**config.mk**
```make
export PLATFORM = sky130hd
export DESIGN_NAME = cache_port_arbiter
export DESIGN_NICKNAME = d
export VERILOG_FILES = /design/src/rtl/cache_arb_pkg.sv /design/src/rtl/rr_picker.sv /design/src/rtl/cache_port_arbiter.sv
export SDC_FILE = /design/constraint.sdc
export NUM_CORES = 1
export LEC_CHECK = 0
export CORE_ASPECT_RATIO = 0.75
export CORE_MARGIN = 2
export CORE_UTILIZATION = 45
export CTS_CLUSTER_SIZE = 20
export DETAILED_ROUTE_END_ITERATION = 12
export PLACE_DENSITY_LB_ADDON = 0.12
export SLEW_MARGIN = 20
export SYNTH_ARGS = -nofsm -noshare
export SYNTH_HDL_FRONTEND = slang
export SYNTH_SLANG_ARGS = --single-unit
```
**constraint.sdc**
```tcl
create_clock -name clock -period 5.8 [get_ports clock]
set_clock_uncertainty 0.15 [all_clocks]
set_input_delay 1.16 -clock clock [delete_from_list [all_inputs] [get_ports clock]]
set_output_delay 1.16 -clock clock [all_outputs]
set_load 0.03 [all_outputs]
```
**src/rtl/cache_arb_pkg.sv**
```systemverilog
// Shared types and the round-robin pick helper for the cache port arbiter.
// Requester indices are carried as 3-bit values so one helper serves NUM_REQ 2..8.
package cache_arb_pkg;

    localparam int MAX_REQ = 8;
    localparam int IDX_W   = 3;

    typedef enum logic [1:0] {
        ARB_IDLE  = 2'd0,
        ARB_ISSUE = 2'd1,
        ARB_DONE  = 2'd2
    } arbState_t;

    // Bits above NUM_REQ are zero-padded, so a modulo-8 search wraps exactly like a modulo-NUM_REQ one.
    function automatic logic [IDX_W-1:0] rr_next(input logic [MAX_REQ-1:0] valid,
                                                  input logic [IDX_W-1:0]   last);
        logic [IDX_W-1:0] idx;
        logic             found;
        rr_next = last;
        found   = 1'b0;
        for (int k = 1; k <= MAX_REQ; k++) begin
            idx = last + IDX_W'(k);
            if (!found && valid[idx]) begin
                rr_next = idx;
                found   = 1'b1;
            end
        end
    endfunction

endpackage

```
**src/rtl/rr_picker.sv**
```systemverilog
// Combinational round-robin winner selection: first valid requester after lastGrant.
module rr_picker
    import cache_arb_pkg::*;
#(
    parameter int NUM_REQ = 4
) (
    input  logic [NUM_REQ-1:0] reqValid,
    input  logic [IDX_W-1:0]   lastGrant,
    output logic               anyValid,
    output logic [IDX_W-1:0]   winner
);

    logic [MAX_REQ-1:0] validPad;

    always_comb begin
        validPad                = '0;
        validPad[NUM_REQ-1:0]   = reqValid;
    end

    assign anyValid = |reqValid;
    assign winner   = rr_next(validPad, lastGrant);

endmodule

```
**src/rtl/cache_port_arbiter.sv**
```systemverilog
// Round-robin front-end serialising NUM_REQ requesters onto the single cache port.
// Optional statistics counters are built when CACHE_ARB_STATS_EN is defined.
//
// state     | meaning
// ----------+------------------------------------------------------------
// ARB_IDLE  | arbitrate; winner sees reqReady and its request is latched
// ARB_ISSUE | enableOut high, latched request held until requestComplete
// ARB_DONE  | enable gap cycle; respValid pulses to the granted requester
module cache_port_arbiter
    import cache_arb_pkg::*;
#(
    parameter int NUM_REQ     = 4,
    parameter int ADDR_LENGTH = 15,
    parameter int DATA_WIDTH  = 32,
    parameter int STAT_WIDTH  = 16
) (
    input  logic                          clock,
    input  logic                          reset,
    input  logic [NUM_REQ-1:0]            reqValid,
    input  logic [NUM_REQ-1:0]            reqWrite,
    input  logic [NUM_REQ*ADDR_LENGTH-1:0] reqAddr,
    input  logic [NUM_REQ*DATA_WIDTH-1:0] reqData,
    output logic [NUM_REQ-1:0]            reqReady,
    output logic [NUM_REQ-1:0]            respValid,
    output logic [DATA_WIDTH-1:0]         respData,
    output logic [ADDR_LENGTH-1:0]        addrOut,
    output logic                          enableOut,
    output logic                          writeOut,
    output logic [DATA_WIDTH-1:0]         dataOut,
    input  logic [DATA_WIDTH-1:0]         cacheData,
    input  logic                          requestComplete
`ifdef CACHE_ARB_STATS_EN
    ,
    input  logic                          statClear,
    output logic [NUM_REQ*STAT_WIDTH-1:0] statGrantCount,
    output logic [STAT_WIDTH-1:0]         statBusyCycles
`endif
);

    arbState_t              state;
    arbState_t              nextState;
    logic [IDX_W-1:0]       lastGrant;
    logic [IDX_W-1:0]       winner;
    logic                   anyValid;
    logic                   handshake;
    logic [NUM_REQ-1:0]     grantMask;
    logic [ADDR_LENGTH-1:0] addrSel;
    logic [DATA_WIDTH-1:0]  dataSel;
    logic                   writeSel;
    logic [ADDR_LENGTH-1:0] addrLat;
    logic [DATA_WIDTH-1:0]  dataLat;
    logic                   writeLat;

    rr_picker #(.NUM_REQ(NUM_REQ)) uPicker (
        .reqValid  (reqValid),
        .lastGrant (lastGrant),
        .anyValid  (anyValid),
        .winner    (winner)
    );

    assign handshake = (state == ARB_IDLE) && anyValid;
    assign grantMask = NUM_REQ'(1) << winner;
    assign writeSel  = |(reqWrite & grantMask);

    always_comb begin
        addrSel = '0;
        dataSel = '0;
        for (int i = 0; i < NUM_REQ; i++) begin
            if (grantMask[i]) begin
                addrSel = reqAddr[i*ADDR_LENGTH +: ADDR_LENGTH];
                dataSel = reqData[i*DATA_WIDTH +: DATA_WIDTH];
            end
        end
    end

    always_ff @(posedge clock or negedge reset) begin
        if (!reset) begin
            state <= ARB_IDLE;
        end else begin
            state <= nextState;
        end
    end

    always_comb begin
        nextState = state;
        case (state)
            ARB_IDLE:  if (anyValid) nextState = ARB_ISSUE;
            ARB_ISSUE: if (requestComplete) nextState = ARB_DONE;
            ARB_DONE:  nextState = ARB_IDLE;
            default:   nextState = ARB_IDLE;
        endcase
    end

    // reqReady is gated by reset so a requester held valid through reset sees no accept.
    always_comb begin
        reqReady  = '0;
        respValid = '0;
        enableOut = 1'b0;
        case (state)
            ARB_IDLE:  if (reset && anyValid) reqReady = grantMask;
            ARB_ISSUE: enableOut = 1'b1;
            ARB_DONE:  respValid = NUM_REQ'(1) << lastGrant;
            default:   enableOut = 1'b0;
        endcase
    end

    always_ff @(posedge clock or negedge reset) begin
        if (!reset) begin
            lastGrant <= IDX_W'(NUM_REQ - 1);
            addrLat   <= '0;
            dataLat   <= '0;
            writeLat  <= 1'b0;
            respData  <= '0;
        end else begin
            if (handshake) begin
                lastGrant <= winner;
                addrLat   <= addrSel;
                dataLat   <= dataSel;
                writeLat  <= writeSel;
            end
            if (state == ARB_ISSUE && requestComplete) begin
                respData <= writeLat ? '0 : cacheData;
            end
        end
    end

    assign addrOut  = addrLat;
    assign dataOut  = dataLat;
    assign writeOut = writeLat;

`ifdef CACHE_ARB_STATS_EN
    logic [STAT_WIDTH-1:0] grantCnt [NUM_REQ];
    logic [STAT_WIDTH-1:0] busyCnt;

    // Clear wins over a same-cycle increment; both counters stick at all-ones.
    always_ff @(posedge clock or negedge reset) begin
        if (!reset) begin
            for (int i = 0; i < NUM_REQ; i++) grantCnt[i] <= '0;
            busyCnt <= '0;
        end else if (statClear) begin
            for (int i = 0; i < NUM_REQ; i++) grantCnt[i] <= '0;
            busyCnt <= '0;
        end else begin
            for (int i = 0; i < NUM_REQ; i++) begin
                if (handshake && grantMask[i] && grantCnt[i] != {STAT_WIDTH{1'b1}}) begin
                    grantCnt[i] <= grantCnt[i] + 1'b1;
                end
            end
            if (state != ARB_IDLE && busyCnt != {STAT_WIDTH{1'b1}}) begin
                busyCnt <= busyCnt + 1'b1;
            end
        end
    end

    always_comb begin
        statGrantCount = '0;
        for (int i = 0; i < NUM_REQ; i++) begin
            statGrantCount[i*STAT_WIDTH +: STAT_WIDTH] = grantCnt[i];
        end
    end

    assign statBusyCycles = busyCnt;
`endif

endmodule

```
==> out/results.tsv <==
metric	value	unit
status	finished clean	
synthAdderAreaFrac	0.00950	
grt_overflow_total	0	
dr_total_vias	8504	
post-place-ws	0.336	ns
port_buffers	319	
routed_wl	27.7	mm
initial_core_util	0.464	
drc	0	
die_w	157	um
dp.cells	1436	
crit_start	lastGrant[1]$_DFFE_PN1P_	
drive_gt1_frac	0.0609	
post_cts_resize_count	0	
antenna_cells	0	
relSlewSlack	0.311	
cts_tree	yes	
drv_cap	0	
synth_area_leaders	dfrtp_1 26%, mux2i_1 19%, nand2_1 6.6%	
antenna_found_initial	1	
synth_ff_type	dfrtp_1	
cts_made_buffers	9	
synth_cell_types	57	
area_growth	45.2	%
ff2ff_path_depth	11	
synth_edf_count	0	
layout.cells.non_filler	1452	
fill_cells	1464	
crit_path_max_incr_delay	0.72	ns
synth_nets	1200	
netlist_top_cells_count	147 x mux2i_1, 139 x nand2_1, 83 x dfrtp_1, 76 x clkbuf_1	
cp_cell_sequence	inv_1 > ha_1 > mux2i_1 > o22a_1 > a21oi_1 > or4b_2 > nand3_1 > nor3_1 > clkdlybuf4s50_1	
yosys_warnings	0	
cts-root-buf	clkbuf_16	
wl_per_cell	19.1	um
drt_first_pass_iters	6	
p_total	0.00760	W
slew_violations	0	
critPathSlowestCell	or4b_2	
worstMarginPinSlew	1.03	ns
synth_compound_area_frac	0.257	
crit_arrival	4.22	ns
grt_usage	0.289	
drtIter0Drc	652	
power.density	662	mW/mm^2
hpwl	19.1	mm
grt_first_pass_wirelength	43.1	mm
io_pins	320	
post_cts_buffers	0	
clock-sinks	85	
syn-instance-count	963	
ir_worst_vdd	0.708	mV
via_per_inst	5.86	
die_area	0.0187	sq mm
antenna_left	0	
synth_seq_cells	85	
worstPathMaxFanout	12	
postCtsHoldBufs	0	
avgSynthCellArea	8.21	sq um
hp-class	flip-flop to flip-flop	
clk_pin_slew	0.08	ns
crit_type	flip-flop to primary output	
grt_max_degree	75	
htree_levels	3	
period_share	0.954	
gpl.final_weighted_congestion	0.901	
min_period	5.53	ns
synthesis.area	0.00791	sq mm
finalSetupTns	0	ns
r2r_slack	1.08	ns
cp-end-kind	primary output	
final_hold_viol_count	0	
required	4.49	ns
fin_nets	1448	
worst_r2r_startpoint	lastGrant[1]$_DFFE_PN1P_	
crit_path_start_kind	flip-flop	
synth_mux_area_frac	0.196	
synth_top_area_cell	dfrtp_1	
rsz0062_at_grt	no	
async_reset_ff_frac	1.00	
r2r_end	dataOut[7]$_DFFE_PN0P_	
yosysMostFrequentCell	mux2i_1	
synth-seq-area-share	0.269	
max_freq	181	MHz
crit_path_end	reqReady[3]	
synth_top_family_by_area	compound AO/OA/AOI/OAI gates	
cellLeakagePower	4.71	nW
rows	41	
setup_violations	0	
die_h	119	um
cts_buffer_depth	2	
synth-simple-area-share	0.205	
fin_ws	0.267	ns
grt_pass1_vias	7847	
synth_xor_area_frac	0.00332	
clkLatencyLatePin	0.36	ns
synth_top_area_frac	0.263	
coreArea	0.0170	sq mm
-- placed cells by master, fill, tap and decap left out, types with 2 or more instances in the layout --
master,n
nor3b_1,2
nand4_1,47
nor2_1,8
nor2b_1,51
nand2_1,136
a21oi_1,50
ha_1,6
nand2_2,3
nand2b_1,37
o311ai_1,6
xnor2_1,2
o21ai_0,35
a21boi_0,47
o22ai_1,48
o211ai_1,39
buf_4,25
mux2i_1,147
o2111ai_1,2
clkinv_4,2
inv_8,3
nor3_1,3
clkbuf_16,9
inv_1,6
o221ai_1,2
and2_1,5
o211ai_2,9
nand3_1,5
o311ai_0,41
mux4_2,3
clkdlybuf4s50_1,316
dfrtp_1,83
-- logic make-up (layout without fill, tap and decap cells) --
kind of cell               count (synthesis)  in the layout
and+or+nand+nor                          315            315
AOI/OAI and AO/OA                        292            292
muxes                                    151            151
buffers and inverters                    111            364
DFF                                       85             85
adders and majority gates                  6              6
xor gates and xnor gates                   3              3
-- state kept, by name (all words and copies together), names as in the netlist --
name       flops
dataOut       32
state          2
writeOut       1
respData      32
lastGrant      3
addrOut       15
-- metrics by stage --
step           hold WS (ns)  area, sq um   util
2_1_floorplan         0.506         7910      -
3_3_place_gp          0.309        11200  0.656
3_5_place_dp          0.319        11200  0.656
4_1_cts               0.336        11500  0.674
5_1_grt               0.354        11500  0.674
6_report              0.330        11500  0.674
-- metal layers --
layer	part of all wire	routed length, um	GRT usage	vias to the layer above
li1	-	-	-	4098
met1	0.44	12200	0.406	4011
met2	0.46	12900	0.455	364
met3	0.081	2250	0.0616	29
met4	0.014	390	0.0653	2
met5	0.00047	13	0	-
-- layout make-up --
class | instances | area (sq um) | area share
Inverter | 6 | 22.5 | 0.00196
Clock inverter | 7 | 76.3 | 0.00665
Tap cell | 236 | 295 | 0.0257
Timing Repair Buffer | 342 | 3370 | 0.294
Clock buffer | 9 | 225 | 0.0196
Sequential cell | 85 | 2130 | 0.186
Multi-Input combinational cell | 767 | 5360 | 0.467
-- power by group --
| group | total, W | internal, W | switching, W | leakage, nW |
|---|---|---|---|---|
| sequential | 0.00107 | 0.000896 | 0.000178 | 1.07 |
| clock | 0.000613 | 0.000307 | 0.000305 | 0.149 |
| combinational | 0.00592 | 0.00233 | 0.00359 | 3.50 |
-- critical path, delay by kind of cell, from the launching register on --
family / cells / cell delay (ns)
and+or+nand+nor: 3 / 0.95
adders and majority gates: 1 / 0.43
muxes: 1 / 0.43
buffers and inverters: 2 / 0.79
DFF: 1 / 0.69
AOI/OAI and AO/OA: 2 / 0.58
-- worst min-delay path by stage --
stage | startpoint | to | slack (ns) | cells past startpoint
after detailed placement | respData[6]$_DFFE_PN0P_ | respData[6]$_DFFE_PN0P_ | 0.32 | 2
final | respData[6]$_DFFE_PN0P_ | respData[6]$_DFFE_PN0P_ | 0.33 | 2
after CTS | respData[18]$_DFFE_PN0P_ | respData[18]$_DFFE_PN0P_ | 0.34 | 2
after floorplan | respData[0]$_DFFE_PN0P_ | respData[0]$_DFFE_PN0P_ | 0.51 | 2
after global routing | respData[5]$_DFFE_PN0P_ | respData[5]$_DFFE_PN0P_ | 0.35 | 2
after global placement | respData[6]$_DFFE_PN0P_ | respData[6]$_DFFE_PN0P_ | 0.31 | 2
Note: power is estimated with default switching activity, not from simulation.
